### config.mk
export PLATFORM = sky130hd
export DESIGN_NAME = det_matrix_feeder
export DESIGN_NICKNAME = d
export VERILOG_FILES = /design/src/rtl/det_matrix_feeder.sv
export SDC_FILE = /design/constraint.sdc
export NUM_CORES = 1
export LEC_CHECK = 0
export ABC_AREA = 1
export CORE_ASPECT_RATIO = 1.1
export CORE_MARGIN = 4
export CORE_UTILIZATION = 49
export CTS_CLUSTER_SIZE = 20
export DETAILED_ROUTE_END_ITERATION = 10
export PLACE_DENSITY = 0.8
export RECOVER_POWER = 50
export SLEW_MARGIN = 0
export SYNTH_ARGS = -nofsm -noshare
export SYNTH_HDL_FRONTEND = slang
export SYNTH_SLANG_ARGS = --single-unit
### constraint.sdc
create_clock -name clock -period 2.7 [get_ports clock]
set_input_delay 0.81 -clock clock [delete_from_list [all_inputs] [get_ports clock]]
set_output_delay 0.81 -clock clock [all_outputs]
set_load 0.005 [all_outputs]
### src/rtl/det_matrix_feeder.sv
// Host-side feeder for the 2x2 determinant calculator.
// Collects four elements from the host into a small register-file memory, serves them to the
// calculator's read port, pulses start, waits for done, and returns the determinant to the host.
// Optional feature macro: FEEDER_DOUBLE_BUFFER_EN (two ping-pong banks, load next matrix while
// the current one is being computed). Default build uses bank 0 only.
module det_matrix_feeder #(
    parameter int unsigned DATA_W = 8,
    parameter int unsigned RES_W  = 16,
    parameter int unsigned ELEMS  = 4
) (
    input  logic              clock,
    input  logic              reset,
    input  logic              wr_valid,
    input  logic [DATA_W-1:0] wr_data,
    output logic              wr_ready,
    input  logic [2:0]        adress,
    output logic [DATA_W-1:0] data_out,
    output logic              start,
    output logic [2:0]        start_adress,
    input  logic              done,
    input  logic [RES_W-1:0]  det_in,
    output logic [RES_W-1:0]  result,
    output logic              result_valid,
    input  logic              result_ready
);

    localparam int unsigned Depth   = 2 * ELEMS;
    localparam logic [1:0]  LastIdx = 2'(ELEMS - 1);

    localparam logic [1:0] StFill   = 2'd0;
    localparam logic [1:0] StStart  = 2'd1;
    localparam logic [1:0] StBusy   = 2'd2;
    localparam logic [1:0] StResult = 2'd3;

    logic [1:0]        state_q, state_d;
    logic [1:0]        wcnt_q, wcnt_d;
    logic              fbank_q, fbank_d;
    logic              abank_q, abank_d;
    logic [1:0]        full_q, full_d;
    logic [RES_W-1:0]  result_q, result_d;
    logic [DATA_W-1:0] mem_q [Depth];
    logic [DATA_W-1:0] mem_d [Depth];

    logic wr_fire;
    logic fill_done;
    logic release_bank;

    assign wr_fire      = wr_valid && wr_ready;
    assign fill_done    = wr_fire && (wcnt_q == LastIdx);
    // The active bank is handed back to the host once its result has been taken.
    assign release_bank = (state_q == StResult) && result_ready;

`ifdef FEEDER_DOUBLE_BUFFER_EN
    logic other_full;
    // Other bank already full, or completing on this very edge.
    assign other_full = full_q[~abank_q] || (fill_done && (fbank_q != abank_q));
    assign wr_ready   = !full_q[fbank_q];
    assign data_out   = mem_q[adress];
`else
    logic unused_bank;
    assign unused_bank = adress[2];
    assign wr_ready    = (state_q == StFill);
    assign data_out    = mem_q[{1'b0, adress[1:0]}];
`endif

    assign start        = (state_q == StStart);
    assign start_adress = {abank_q, 2'b00};
    assign result       = result_q;
    assign result_valid = (state_q == StResult);

    // Host write path: memory, write counter, fill bank and per-bank full flags.
    always_comb begin
        mem_d   = mem_q;
        wcnt_d  = wcnt_q;
        fbank_d = fbank_q;
        full_d  = full_q;
        if (wr_fire) begin
            mem_d[{fbank_q, wcnt_q}] = wr_data;
            wcnt_d = fill_done ? 2'd0 : wcnt_q + 2'd1;
            if (fill_done) begin
                full_d[fbank_q] = 1'b1;
`ifdef FEEDER_DOUBLE_BUFFER_EN
                fbank_d = ~fbank_q;
`endif
            end
        end
        if (release_bank) begin
            full_d[abank_q] = 1'b0;
        end
    end

    // Control FSM: launch a full bank, wait for done, hold the result until the host takes it.
    always_comb begin
        state_d  = state_q;
        abank_d  = abank_q;
        result_d = result_q;
        case (state_q)
            StFill: begin
                // A bank left full by a completion racing the previous release wins first.
                if (full_q[0]) begin
                    abank_d = 1'b0;
                    state_d = StStart;
                end else if (full_q[1]) begin
                    abank_d = 1'b1;
                    state_d = StStart;
                end else if (fill_done) begin
                    abank_d = fbank_q;
                    state_d = StStart;
                end
            end
            StStart: begin
                state_d = StBusy;
            end
            StBusy: begin
                if (done) begin
                    result_d = det_in;
                    state_d  = StResult;
                end
            end
            StResult: begin
                if (result_ready) begin
`ifdef FEEDER_DOUBLE_BUFFER_EN
                    if (other_full) begin
                        abank_d = ~abank_q;
                        state_d = StStart;
                    end else begin
                        state_d = StFill;
                    end
`else
                    state_d = StFill;
`endif
                end
            end
            default: begin
                state_d = StFill;
            end
        endcase
    end

    // State registers with asynchronous clear.
    always_ff @(posedge clock or posedge reset) begin
        if (reset) begin
            state_q  <= StFill;
            wcnt_q   <= 2'd0;
            fbank_q  <= 1'b0;
            abank_q  <= 1'b0;
            full_q   <= 2'b00;
            result_q <= '0;
            for (int i = 0; i < Depth; i++) begin
                mem_q[i] <= '0;
            end
        end else begin
            state_q  <= state_d;
            wcnt_q   <= wcnt_d;
            fbank_q  <= fbank_d;
            abank_q  <= abank_d;
            full_q   <= full_d;
            result_q <= result_d;
            for (int i = 0; i < Depth; i++) begin
                mem_q[i] <= mem_d[i];
            end
        end
    end

endmodule
==> qor.txt, run 1 <==
total inserted antenna cells - 0
library cells used by synthesis - 21
cells after synthesis - 249
critical path data required time - 1890 ps
cell-internal power - 2.102 mW
Critical Path Start - adress[0]
startpoint type of the worst setup path - primary input
highest clock rate - 0.3825 GHz
switching power - 982.2 uW
Yosys reg bits - 55
number of cells after detailed placement - 360
core region area - 4782 um^2
Worst VDD drop - 541.9 uV
final WL - 4.952 mm
Final min period - 2615 ps
Final period util - 96.84%
Comb power frac - 39.1%
antenna violation net count after detailed routing - 0
average size of a mapped cell - 10.01 um^2
vias per inst - 5.190
status - complete, no violations
number of global-route vias before repair - 1922
cell area after synthesis - 2492 um^2
# setup viols final - 0
non-filler cells in the finished layout - 368
layout-stage area growth over the synthesis result - 27.56%
clock edge transition at the registers on the reported setup and hold paths - 90 ps
maximum buffer depth of the clock tree - 2
Residual DRC - 0
cell count of the worst reg-to-reg path - 7
number of rows in the core area - 26
CTS tree - built
Util after Layout - 66.48%
ratio of total power to cell area - 970.1 nW/um^2
floorplan die height - 82.80 um
worst-path maximum fanout - 6
Tightest Hold Check Type - reg2reg
first-pass GRT wire length - 8.569 mm
TritonCTS buffer count - 5
worst reg2reg path endpoint - mem_q[46]$_DFFE_PP0P_
sequential element share of the synthesized area - 55.22%
share of power burned in registers - 45.8%
number of sinks driven by the clock tree - 55
hold violation total from the final report - 0
GRT Resource Usage Total - 16.18%
setup repair after global routing missed its margin - no
clock insertion delay at the later pin of the skew report - 300 ps
Critical Path End - data_out[4]
Detail Placement HPWL - 3.514 mm
classification of the worst setup path - in2out
nature of the critical path endpoint - output pin
part of the power in the clock network - 15.1%
Die W - 76 um
post-detailed-route wirelength per cell - 13.46 um
initial drt markers - 102
# H-tree levels - 2
number of nets in the layout - 351
worst reg2reg startpoint - state_q[0]$_DFFE_PP0P_
Worst Skew - 8.425 ps
Buffers on Ports - 58
number of optimization iterations in the first detailed-route pass - 4
initial core utilization - 52.12%
proportion of layout cells with a drive suffix above 1 - 12.82%
root buffer selected by CTS - sky130_fd_sc_hd__clkbuf_8
Die Outline Area - 6293 um^2
maximum number of pins on one net before global-route repair - 56
number of top-level design ports - 62
antenna violations before repair - 0
Least-Margin Pin Slew - 1334 ps
number of buffers inserted for hold repair after clock tree synthesis - 0
routed via count - 1910
count of yosys warnings during synthesis - 0
placer congestion estimate - 0.8180
slew margin rel. - 11.06%
leakage power summed over all cells - 1.512 nW
signal arrival time at the worst endpoint - 1800 ps
Pins Over Slew Limit - 0
register-to-register setup slack - 830 ps
max-capacitance violation count - 0
aggregate global routing overflow - 0
share of total power consumed by net switching - 31.85%
[layout by cell type (no fill, tap or decap), drive strengths merged, types with 3 or more instances in the layout]
cell	synthesis	layout
o22ai	8	8
dlygate4sd2	0	9
clkdlybuf4s50	0	45
nor2	18	18
ha	8	8
buf	10	6
o21ai	50	50
nand3	7	7
nand2	52	52
dlygate4sd3	0	3
dfrtp	55	55
inv	21	19
mux2	16	16
clkbuf	1	8
[synthesized netlist by cell type (all sizes together)]
| master | number | share of area, % |
|---|---|---|
| a21oi | 1 | 0.20 |
| buf | 10 | 3.3 |
| clkbuf | 1 | 0.15 |
| conb | 1 | 0.15 |
| dfrtp | 55 | 55 |
| ha | 8 | 4.0 |
| inv | 21 | 3.3 |
| mux2 | 16 | 7.2 |
| nand2 | 52 | 8.8 |
| nand3 | 7 | 1.4 |
| nor2 | 18 | 2.7 |
| o21ai | 50 | 11 |
| o22ai | 8 | 2.0 |
| or2 | 1 | 0.25 |
[registers in the layout, summed over array words and instances, names as in the netlist]
| name | flops |
|---|---|
| mem_q | 32 |
| result | 16 |
| full_q | 2 |
| state_q | 2 |
| wcnt_q | 2 |
| abank_q | 1 |
[kinds of logic after synthesis]
kind of cell	after synthesis	synth area share, %
muxes	16	7.229
adders and majority gates	8	4.016
AOI/OAI and AO/OA	59	13.45
other	1	0.1505
buffers and inverters	32	6.726
DFF	55	55.22
and+or+nand+nor	78	13.20
[layout make-up]
cell class / count / area [um^2]
clock buffer: 7 / 86.33
sequential: 55 / 1376
multi-input combinational: 163 / 922.1
fill: 407 / 1603
inverter: 21 / 80.08
tap: 56 / 70.07
clock inverter: 1 / 8.758
timing repair buffer: 65 / 635.6
[worst min-delay path by stage]
stage | startpoint | end | slack [ps] | cells past startpoint
2_1_floorplan | mem_q[40]$_DFFE_PP0P_ | mem_q[40]$_DFFE_PP0P_ | 450 | 2
3_3_place_gp | mem_q[52]$_DFFE_PP0P_ | mem_q[52]$_DFFE_PP0P_ | 460 | 2
3_5_place_dp | mem_q[55]$_DFFE_PP0P_ | mem_q[55]$_DFFE_PP0P_ | 460 | 2
4_1_cts | mem_q[55]$_DFFE_PP0P_ | mem_q[55]$_DFFE_PP0P_ | 490 | 2
5_1_grt | mem_q[43]$_DFFE_PP0P_ | mem_q[43]$_DFFE_PP0P_ | 510 | 2
6_report | mem_q[40]$_DFFE_PP0P_ | mem_q[40]$_DFFE_PP0P_ | 480 | 2
[power by group through the flow]
stage	clock [mW]	combinational [mW]	sequential [mW]
after floorplan	0	0.759	1.40
after global placement	0	1.26	1.41
after detailed placement	0	1.30	1.43
after CTS	0.484	1.28	1.41
after global routing	0.518	1.37	1.47
final	0.466	1.21	1.41
[critical path, stage by stage]
cell                              delay, ps
sky130_fd_sc_hd__clkdlybuf4s15_1        240
sky130_fd_sc_hd__inv_1                   90
sky130_fd_sc_hd__buf_4                  160
sky130_fd_sc_hd__o21ai_0                140
sky130_fd_sc_hd__o22ai_1                100
sky130_fd_sc_hd__dlygate4sd2_1          270
[timing repair]
| item | CTS | global route |
|---|---|---|
| pin swaps | 1 | 0 |
| setup endpoints to repair | 8 | 3 |
| cloned | 0 | 0 |
| gates resized for setup | 12 | 3 |
| setup buffers | 0 | 0 |
[layer usage]
metal | global-route usage (%) | routed length, um
met4 | 5.340 | 61
met5 | 0 | 0
met1 | 19.57 | 2118
met2 | 26.25 | 2348
met3 | 6.385 | 424
[stage by stage]
step                worst slack, ps  area (um^2)  hold slack, ps  power (mW)  setup TNS, ps
floorplan                     547.1         2496           449.6       2.158              0
global placement             -477.6         3138           459.6       2.668          -3605
detailed placement           -517.7         3138           463.4       2.727          -3718
CTS                           49.65         3224           486.8       3.173              0
global route                  8.701         3179           513.5       3.351              0
finish                        85.28         3179           484.6       3.084              0
(Power assumes the default switching activity.)
==> run 2, diff against run 1 <==
--- a/config.mk
+++ b/config.mk
@@ -13,7 +13,6 @@
 export DETAILED_ROUTE_END_ITERATION = 10
 export PLACE_DENSITY = 0.8
 export RECOVER_POWER = 50
-export SLEW_MARGIN = 0
 export SYNTH_ARGS = -nofsm -noshare
 export SYNTH_HDL_FRONTEND = slang
 export SYNTH_SLANG_ARGS = --single-unit
==> results of run 2 <==
Final layout, timing and power as in run 1 (identical DEF).
